[config.mk]
export PLATFORM = sky130hd
export DESIGN_NAME = sd_host_regbank
export DESIGN_NICKNAME = d
export VERILOG_FILES = /design/src/rtl/sd_host_pkg.sv /design/src/rtl/sd_sync_fifo.sv /design/src/rtl/sd_host_regbank.sv
export SDC_FILE = /design/constraint.sdc
export NUM_CORES = 2
export LEC_CHECK = 0
export BUFFER_PORTS_ARGS = -buffer_cell sky130_fd_sc_hd__buf_2
export CAP_MARGIN = 15
export CORE_MARGIN = 2
export CORE_UTILIZATION = 38
export CTS_CLUSTER_SIZE = 14
export DETAILED_ROUTE_END_ITERATION = 8
export HOLD_SLACK_MARGIN = 0.05
export SKIP_CTS_REPAIR_TIMING = 1
export SYNTH_ARGS = -nofsm -noshare
export SYNTH_HDL_FRONTEND = slang
export SYNTH_SLANG_ARGS = --single-unit
[constraint.sdc]
create_clock -name clock -period 22.3 [get_ports clock]
set_clock_uncertainty 0.2 [all_clocks]
set_input_delay 0 -clock clock [delete_from_list [all_inputs] [get_ports clock]]
set_output_delay 0 -clock clock [all_outputs]
set_load 0.05 [all_outputs]
[src/rtl/sd_host_pkg.sv]
// Shared constants and types for the SD host register bank: address map,
// STATUS bit layout and the execute sequencer state encoding.
package sd_host_pkg;

  localparam int unsigned NUM_RW_REGS = 13;

  localparam logic [4:0] REG_STATUS    = 5'd13;
  localparam logic [4:0] REG_RESP      = 5'd14;
  localparam logic [4:0] REG_LAST      = 5'd15;
  localparam logic [4:0] ADR_CMD_EXEC  = 5'd16;
  localparam logic [4:0] ADR_FIFO_WR   = 5'd17;
  localparam logic [4:0] ADR_FIFO_RD   = 5'd18;
  localparam logic [4:0] ADR_DATA_EXEC = 5'd19;

  localparam int unsigned ST_CMD_BUSY  = 0;
  localparam int unsigned ST_DATA_BUSY = 1;
  localparam int unsigned ST_TX_FULL   = 2;
  localparam int unsigned ST_TX_EMPTY  = 3;
  localparam int unsigned ST_RX_FULL   = 4;
  localparam int unsigned ST_RX_EMPTY  = 5;
  localparam int unsigned ST_OVERRUN   = 6;

  typedef enum logic [1:0] {
    SEQ_IDLE      = 2'd0,
    SEQ_CMD_BUSY  = 2'd1,
    SEQ_DATA_BUSY = 2'd2
  } seq_state_e;

endpackage

[src/rtl/sd_sync_fifo.sv]
// Single-clock show-ahead FIFO; flags come from the registered occupancy count,
// so they change the cycle after the push or pop that moves them.
module sd_sync_fifo #(
  parameter int unsigned WIDTH = 128,
  parameter int unsigned DEPTH = 8
) (
  input  logic             clock,
  input  logic             reset,
  input  logic             push_i,
  input  logic             pop_i,
  input  logic [WIDTH-1:0] data_i,
  output logic [WIDTH-1:0] data_o,
  output logic             full_o,
  output logic             empty_o
);

  localparam int unsigned PTR_W = $clog2(DEPTH);

  logic [PTR_W-1:0] wr_ptr_q, rd_ptr_q;
  logic [PTR_W:0]   count_q;
  logic [WIDTH-1:0] mem_q [DEPTH];
  logic             do_push, do_pop;

  assign full_o  = (count_q == (PTR_W+1)'(DEPTH));
  assign empty_o = (count_q == '0);
  assign do_push = push_i && !full_o;
  assign do_pop  = pop_i && !empty_o;
  assign data_o  = mem_q[rd_ptr_q];

  // NOTE: sequential state uses <= so every flop samples pre-edge values.
  always_ff @(posedge clock) begin
    if (reset) begin
      wr_ptr_q <= '0;
      rd_ptr_q <= '0;
      count_q  <= '0;
    end else begin
      if (do_push) wr_ptr_q <= wr_ptr_q + PTR_W'(1);
      if (do_pop)  rd_ptr_q <= rd_ptr_q + PTR_W'(1);
      case ({do_push, do_pop})
        2'b10:   count_q <= count_q + (PTR_W+1)'(1);
        2'b01:   count_q <= count_q - (PTR_W+1)'(1);
        default: count_q <= count_q;
      endcase
    end
  end

  // NOTE: storage is not reset; the count alone decides what is valid.
  always_ff @(posedge clock) begin
    if (do_push) mem_q[wr_ptr_q] <= data_i;
  end

endmodule

[src/rtl/sd_host_regbank.sv]
// Host register bank, TX/RX data FIFOs and command/data execute sequencer
// sitting between the Wishbone slave and the SD command/data cores.
module sd_host_regbank
  import sd_host_pkg::*;
#(
  parameter int unsigned DATA_W     = 128,
  parameter int unsigned FIFO_DEPTH = 8
) (
  input  logic              clock,
  input  logic              reset,
  input  logic              reg_read_en,
  input  logic              reg_write_en,
  input  logic              fifo_read_en,
  input  logic              fifo_write_en,
  input  logic [4:0]        adr_i,
  input  logic [DATA_W-1:0] host_data_i,
  input  logic              new_command,
  input  logic              new_data,
  output logic [DATA_W-1:0] host_data_o,
  output logic              fifo_write_wait,
  output logic              fifo_read_wait,
  output logic              cmd_done_o,
  output logic              data_done_o,
  output logic              cmd_start_o,
  output logic              data_start_o,
  output logic [DATA_W-1:0] cmd_cfg_o,
  output logic [DATA_W-1:0] data_cfg_o,
  input  logic              cmd_complete_i,
  input  logic [DATA_W-1:0] cmd_response_i,
  input  logic              data_complete_i,
  input  logic              tx_rd_en_i,
  output logic [DATA_W-1:0] tx_data_o,
  output logic              tx_empty_o,
  input  logic              rx_wr_en_i,
  input  logic [DATA_W-1:0] rx_data_i,
  output logic              rx_full_o
);

  logic [DATA_W-1:0] regs_q [NUM_RW_REGS];
  logic [DATA_W-1:0] resp_q, status, rx_head;
  logic              tx_full, rx_empty, resp_load;
  logic              cmd_start_q, cmd_start_d, data_start_q, data_start_d;
  logic              cmd_done_q, cmd_done_d, data_done_q, data_done_d;
  logic              overrun_q, overrun_d;
  seq_state_e        state_q, state_d;

  sd_sync_fifo #(.WIDTH(DATA_W), .DEPTH(FIFO_DEPTH)) u_tx_fifo (
    .clock(clock), .reset(reset), .push_i(fifo_write_en), .pop_i(tx_rd_en_i),
    .data_i(host_data_i), .data_o(tx_data_o), .full_o(tx_full), .empty_o(tx_empty_o)
  );

  sd_sync_fifo #(.WIDTH(DATA_W), .DEPTH(FIFO_DEPTH)) u_rx_fifo (
    .clock(clock), .reset(reset), .push_i(rx_wr_en_i), .pop_i(fifo_read_en),
    .data_i(rx_data_i), .data_o(rx_head), .full_o(rx_full_o), .empty_o(rx_empty)
  );

  assign fifo_write_wait = tx_full;
  assign fifo_read_wait  = rx_empty;
  assign cmd_cfg_o       = regs_q[0];
  assign data_cfg_o      = regs_q[1];
  assign cmd_start_o     = cmd_start_q;
  assign data_start_o    = data_start_q;
  assign cmd_done_o      = cmd_done_q;
  assign data_done_o     = data_done_q;

  always_ff @(posedge clock) begin
    if (reset) begin
      for (int i = 0; i < NUM_RW_REGS; i++) regs_q[i] <= '0;
    end else if (reg_write_en && (adr_i < REG_STATUS)) begin
      regs_q[adr_i[3:0]] <= host_data_i;
    end
  end

  always_comb begin
    status               = '0;
    status[ST_CMD_BUSY]  = (state_q == SEQ_CMD_BUSY);
    status[ST_DATA_BUSY] = (state_q == SEQ_DATA_BUSY);
    status[ST_TX_FULL]   = tx_full;
    status[ST_TX_EMPTY]  = tx_empty_o;
    status[ST_RX_FULL]   = rx_full_o;
    status[ST_RX_EMPTY]  = rx_empty;
    status[ST_OVERRUN]   = overrun_q;
  end

  // Register reads take priority over RX pops; an empty RX FIFO reads as 0.
  always_comb begin
    host_data_o = '0;
    if (reg_read_en) begin
      if (adr_i < REG_STATUS)       host_data_o = regs_q[adr_i[3:0]];
      else if (adr_i == REG_STATUS) host_data_o = status;
      else if (adr_i == REG_RESP)   host_data_o = resp_q;
    end else if (fifo_read_en && !rx_empty) begin
      host_data_o = rx_head;
    end
  end

  // NOTE: every output of this block is defaulted first so no latch is inferred.
  always_comb begin
    state_d      = state_q;
    cmd_start_d  = 1'b0;
    data_start_d = 1'b0;
    cmd_done_d   = 1'b0;
    data_done_d  = 1'b0;
    resp_load    = 1'b0;
    overrun_d    = overrun_q;
    if (reg_write_en && (adr_i == REG_STATUS) && host_data_i[ST_OVERRUN]) overrun_d = 1'b0;
    unique case (state_q)
      SEQ_IDLE: begin
        if (new_command) begin
          state_d     = SEQ_CMD_BUSY;
          cmd_start_d = 1'b1;
          if (new_data) overrun_d = 1'b1;
        end else if (new_data) begin
          state_d      = SEQ_DATA_BUSY;
          data_start_d = 1'b1;
        end
      end
      SEQ_CMD_BUSY: begin
        if (new_command || new_data) overrun_d = 1'b1;
        if (cmd_complete_i) begin
          state_d    = SEQ_IDLE;
          cmd_done_d = 1'b1;
          resp_load  = 1'b1;
        end
      end
      SEQ_DATA_BUSY: begin
        if (new_command || new_data) overrun_d = 1'b1;
        if (data_complete_i) begin
          state_d     = SEQ_IDLE;
          data_done_d = 1'b1;
        end
      end
      default: state_d = SEQ_IDLE;
    endcase
  end

  always_ff @(posedge clock) begin
    if (reset) begin
      state_q      <= SEQ_IDLE;
      cmd_start_q  <= 1'b0;
      data_start_q <= 1'b0;
      cmd_done_q   <= 1'b0;
      data_done_q  <= 1'b0;
      overrun_q    <= 1'b0;
      resp_q       <= '0;
    end else begin
      state_q      <= state_d;
      cmd_start_q  <= cmd_start_d;
      data_start_q <= data_start_d;
      cmd_done_q   <= cmd_done_d;
      data_done_q  <= data_done_d;
      overrun_q    <= overrun_d;
      if (resp_load) resp_q <= cmd_response_i;
    end
  end

endmodule

; ---- Word level (Yosys, flattened, before mapping)
; Memory sizes are Yosys's and may differ from the RTL's. A register that Yosys moved wholly into a read port is not among the register bits.
; Cells that the tools add are included.
; Widths: inputs -> output; s select.
[op_classes]
add_sub_neg = 8
bitwise = 2
eq_ne = 13
magnitude_cmp = 1
n_mux = 38
n_reduce_logical = 23
[ops]
columns = op, count
row1 = $mux 128, 6
row2 = $reduce_or 128->1, 1
row3 = $mux 1, 19
row4 = $pmux 4 s2, 2
row5 = $add 3x1->3 const B, 4
row6 = $mux 3, 4
row7 = $eq 5x4->1 const B, 2
row8 = $add 4x1->4 const B, 2
row9 = $eq 4x4->1 const B, 2
row10 = $logic_not 4->1, 2
row11 = $mux 2, 4
row12 = $sub 4x1->4 const B, 2
row13 = $logic_and 1x1->1, 7
row14 = $eq 2x1->1 const B, 3
row15 = $eq 2x2->1 const B, 3
row16 = $pmux 2 s3, 1
row17 = $reduce_or 2->1, 3
row18 = $lt 5x4->1 const B, 1
row19 = $logic_not 1->1, 4
row20 = $mux 4, 1
row21 = $ne 2x2->1 const B, 2
row22 = $reduce_bool 2->1, 2
row23 = $ne 3x3->1 const B, 1
row24 = $reduce_and 3->1, 1
row25 = 5 further kinds, 6
[word_totals]
output_inout_bits = 520
ff_bits = 155
n_memories = 3
input_bits = 401
word_cells = 101
ramBits = 3712
[mem_list]
columns = memory, depth, width, read_ports, rd_clocked_by_memory_dff, write_ports, line
row1 = regs_q, 13, 128, 3, 0, 13, sd_host_regbank.sv:39  ; logic [DATA_W-1:0] regs_q [NUM_RW_REGS];
row2 = u_rx_fifo.mem_q, 8, 128, 1, 1, 1, sd_sync_fifo.sv:21  ; logic [WIDTH-1:0] mem_q [DEPTH];
row3 = u_tx_fifo.mem_q, 8, 128, 1, 1, 1, sd_sync_fifo.sv:21

; ---- Depth between registers and ports, before layout
[depth]
word_depth = 7
depth_mapped = 12
ltp_nobuf = 12

; ---- By module
; Synthesis repeated with hierarchy kept, for this count alone.
[unflattened]
hier_cells = 8522
hier_area_um2 = 159480.5
[modules_own_cells]
columns = module, cells_each, seq_area_each_um2, area_each_um2, n_inst
row1 = sd_host_regbank, 5416, 52670.5, 80387.1, 1
row2 = sd_sync_fifo, 1553, 31009.7, 39546.7, 2

; ---- Worst setup path after synthesis
; OpenSTA, ideal clock, no wires.
[synth_path]
path_kind = register to register
startpoint = register u_rx_fifo.count_q[0]
endpoint = memory u_rx_fifo.mem_q[0][0] (enable)
period_less_slack_ns = 14.389
path_stages_with_launch = 7
path_slack_ns = 7.911
required_time_ns = 21.171
arrival_time_ns = 13.261
setup_time_ns = 0.929
n_path_buf = 0
cell_sequence = dfxtp_1 nor3_1 nand2_1 inv_1 nor2b_1 inv_1 nor4_1
[synth_between]
elab_chain_len = 5
[synth_lines]
columns = item, line
row1 = "start, declared", sd_sync_fifo.sv:20  ; logic [PTR_W:0] count_q;
row2 = "start signal, assigned", sd_sync_fifo.sv:40  ; 2'b10: count_q <= count_q + (PTR_W+1)'(1);
row3 = "start signal, assigned", sd_sync_fifo.sv:41  ; 2'b01: count_q <= count_q - (PTR_W+1)'(1);
row4 = "start signal, assigned", sd_sync_fifo.sv:42  ; default: count_q <= count_q;
row5 = $eq 4x4->1, sd_sync_fifo.sv:24  ; assign full_o = (count_q == (PTR_W+1)'(DEPTH));
row6 = via rx_full_o, sd_host_regbank.sv:36  ; output logic rx_full_o
row7 = $logic_not 1->1, sd_sync_fifo.sv:26  ; assign do_push = push_i && !full_o;
row8 = $logic_and 1x1->1, sd_sync_fifo.sv:26
row9 = $mux 1, sd_sync_fifo.sv:49  ; if (do_push) mem_q[wr_ptr_q] <= data_i;
row10 = $mux 1 (not written as such), sd_sync_fifo.sv:49
row11 = "end, declared", sd_sync_fifo.sv:21
; The timed path passes the listed nets, and every way through them passes these cells.

; ---- Final worst setup path
[layout_path]
startpoint = input port adr_i[1]
endpoint = output port host_data_o[71]
[layout_between]
elab_chain_len = 5
word_cells_on_any_way = 8
classes_between = order compare (1) / eq/ne (2) / mux (4) / memory (1)
[layout_lines]
columns = item, line
row1 = "start, declared", sd_host_regbank.sv:15  ; input logic [4:0] adr_i,
row2 = "parallel branches: the longest is 3 deep, another holds $mem_v2 13x128", -
row3 = $mux 128 (*), sd_host_regbank.sv:89  ; if (adr_i < REG_STATUS) host_data_o = regs_q[adr_i[3:0]];
row4 = $mux 128 (*), sd_host_regbank.sv:88  ; if (reg_read_en) begin
row5 = "end, declared", sd_host_regbank.sv:19  ; output logic [DATA_W-1:0] host_data_o,
; Mark *: on every way between the ends.

==> impl_metrics.yaml <==
die:
  die-area_sq_um: 460000
  fp.dieH_um: 678
  fp.dieW_um: 678
  rows: 247
  ioPinCount: 921
  start_util_pct: 38.2
  coreArea_sq_um: 452000
synth:
  ys_ff_latch: 4236
  yosysMostFrequentCell: "edfxtp_1"
  synth_seq_area_share_pct: 72.8
  netlist_area_sq_um: 173000
  synthArstFlopShare_pct: 0
  synth-edff-count: 4075
  synth_top_area_share_pct: 70.9
  synth_ff_type: "edfxtp_1"
  synth_top_area_cell: "edfxtp_1"
  syn_area_per_cell_sq_um: 18.9
  syn_inst: 9154
  synth_cell_types: 49
  synth_warnings: 0
  synth.top_cells.by_count: "edfxtp_1 (4075), and2_1 (1667), mux4_2 (1007)"
  synth_top_cells_by_area: "edfxtp_1 (71%), mux4_2 (13%), and2_1 (6.0%)"
pwr:
  power.density_nw_per_um2: 96.5
  vdd_ir_drop_max_uv: 83.1
  leakagePower_nw: 72.0
flow_run:
  drv_cap: 0
global_routing:
  grt_start_max_net_pins: 116
  grt_pass1_wl_um: 745000
  antenna_found_initial: 95
  groute.usage.overall_pct: 22.9
  grt_pass1_vias: 94725
  gr-total-overflow: 0
status:
  status: "completed"
routing:
  drc: 0
  wl_per_cell_um: 31.3
  first_pass_iters: 6
  ant_nets: 0
  wirelength_um: 556000
  via_count: 97416
  via_per_inst: 5.49
  drt_iter0_markers: 11447
sta:
  setup_violations: 0
  final-max-slew-violation-count: 0
  layout_setup_ws_ns: 16.01
  rsz0062_at_grt: "no"
  fmax_mhz: 159
  worst_pin_slew_ns: 1.27
  slew_headroom_pct: 15.5
  whs_ns: 0.0882
  finalSetupTns_ns: 0
  period_minus_slack_ns: 6.29
  hold_viol_final: 0
  fin_crit_sh_pct: 28.2
worst_hold_path:
  min_path_type: "input pin to flip-flop"
  min-delay-start: "adr_i[3]"
cts:
  cts_tree: "done"
  path_clk_slew_ns: 0.06
  cts_buffers: 439
  clock_latency_ns: 1.02
  clock_path_buffers: 4
  htree_levels: 5
  root_buffer: "clkbuf_16"
  cts.sinks: 4236
placement:
  port_buffers: 920
  dp_slack_ns: 16.08
  place_hpwl_um: 332000
  placed_cell_area_sq_um: 185000
  dp_cells: 15912
  gp_congestion: 0.833
layout:
  num-nets-final: 11775
  fin_cells: 17751
  fin_area_sq_um: 209000
  drive_gt1_share_pct: 25.1
  fillers: 38530
  area_growth_pct: 21.1
critical_path:
  cp-end-kind: "output port"
  worstReg2RegStart: "u_rx_fifo.count_q[0]"
  crit_path_max_fanout: 112
  cp-start-kind: "input pin"
  critPathLaunch: "adr_i[1]"
  required_ns: 22.10
  cp.arrival_ns: 6.09
  critical_path_class: "input pin to output port"
==> power breakdown <==
part	leakage, nW	internal [mW]	switching, mW
Clock	6.82	4.07	3.16
Sequential	39.3	9.17	0.190
Combinational	25.9	1.32	2.27
==> through the flow <==
step | total power [mW] | utilization (%)
after floorplan | 11.9 | -
after CTS | 20.2 | 44.0
after global routing | 20.8 | 46.2
final | 20.2 | 46.2
after detailed placement | 13.0 | 40.9
after global placement | 12.9 | 40.9
==> cells in the final DEF, fill, tap and decap left out, types with 8 or more instances in the layout <==
master	n
clkbuf_16	441
buf_4	190
nand2_1	285
clkinvlp_4	16
nor2_1	158
buf_2	916
diode_2	44
and2_1	1666
nor3_1	11
nor2b_1	12
nor3_2	8
edfxtp_1	4075
clkinv_16	8
buf_12	18
a211oi_1	11
ha_1	14
inv_6	9
xor2_1	8
o22ai_1	132
mux4_2	1007
conb_1	363
clkinv_1	108
clkinv_2	74
dfxtp_1	155
a21oi_1	150
bufinv_16	32
dlygate4sd3_1	977
nand2b_1	12
mux2_2	132
inv_1	18
nor2_4	16
clkbuf_1	93
mux2i_1	380
o21ai_0	15
or2_4	13
clkbuf_8	19
a211o_1	121
==> registers in the layout, indices dropped and copies added, names as in the netlist, 4 cells and up, named ones only <==
register           cells
u_tx_fifo.count_q      4
u_rx_fifo.mem_q     1024
u_rx_fifo.count_q      4
resp_q               128
regs_q              2027
u_tx_fifo.mem_q     1024
==> worst max-delay path, stage by stage <==
cell and delay, ns:
buf_8 0.40, buf_4 0.75, buf_12 0.58, buf_4 0.80, buf_4 0.99, buf_4 0.85
mux4_2 0.41, mux2i_1 0.21, o22ai_1 0.11, a211o_1 0.39, buf_2 0.27
==> final timing paths <==
kind                             to  slack [ns]  depth (start not counted)
max                 host_data_o[71]       16.01                         11
min                 regs_q[12][120]        0.09                          4
max reg2reg  u_rx_fifo.mem_q[4][48]       17.53                          9
min reg2reg              resp_q[47]        0.27                          2
==> cells by family (layout without fill, tap and decap cells) <==
group / count (synthesis) / in the layout / synth area share [%]
adder cells (fa/ha/maj): 16 / 16 / 0.125
buffers and inverters: 723 / 2938 / 1.83
AO/OA/AOI/OAI: 443 / 443 / 1.69
flip-flops: 4236 / 4236 / 72.8
XOR/XNOR: 14 / 14 / 0.0710
AND/OR/NAND/NOR: 2202 / 2202 / 7.32
multiplexers: 1519 / 1519 / 16.2
other: 1 / 407 / 0.00217
==> final cells by class <==
| type | count | area, sq um | share of cell area, % |
|---|---|---|---|
| Sequential cell | 4236 | 126000 | 60.1 |
| Multi-Input combinational cell | 4557 | 45500 | 21.8 |
| Timing Repair Buffer | 2106 | 16200 | 7.77 |
| Clock buffer | 552 | 11600 | 5.57 |
| Tap cell | 5976 | 7480 | 3.58 |
| Clock inverter | 262 | 2400 | 1.15 |
| Antenna cell | 44 | 110 | 0.0527 |
| Inverter | 18 | 67.6 | 0.0323 |
==> metal layers <==
metal	vias to the layer above	global-route usage [%]	wire, um	part of all wire, %
met2	4641	38.6	273000	49
li1	39905	-	-	-
met4	24	11.0	30300	5.4
met3	1076	3.30	38700	7.0
met5	-	0	144	0.026
met1	51770	29.3	213000	38
(Power assumes the default switching activity.)
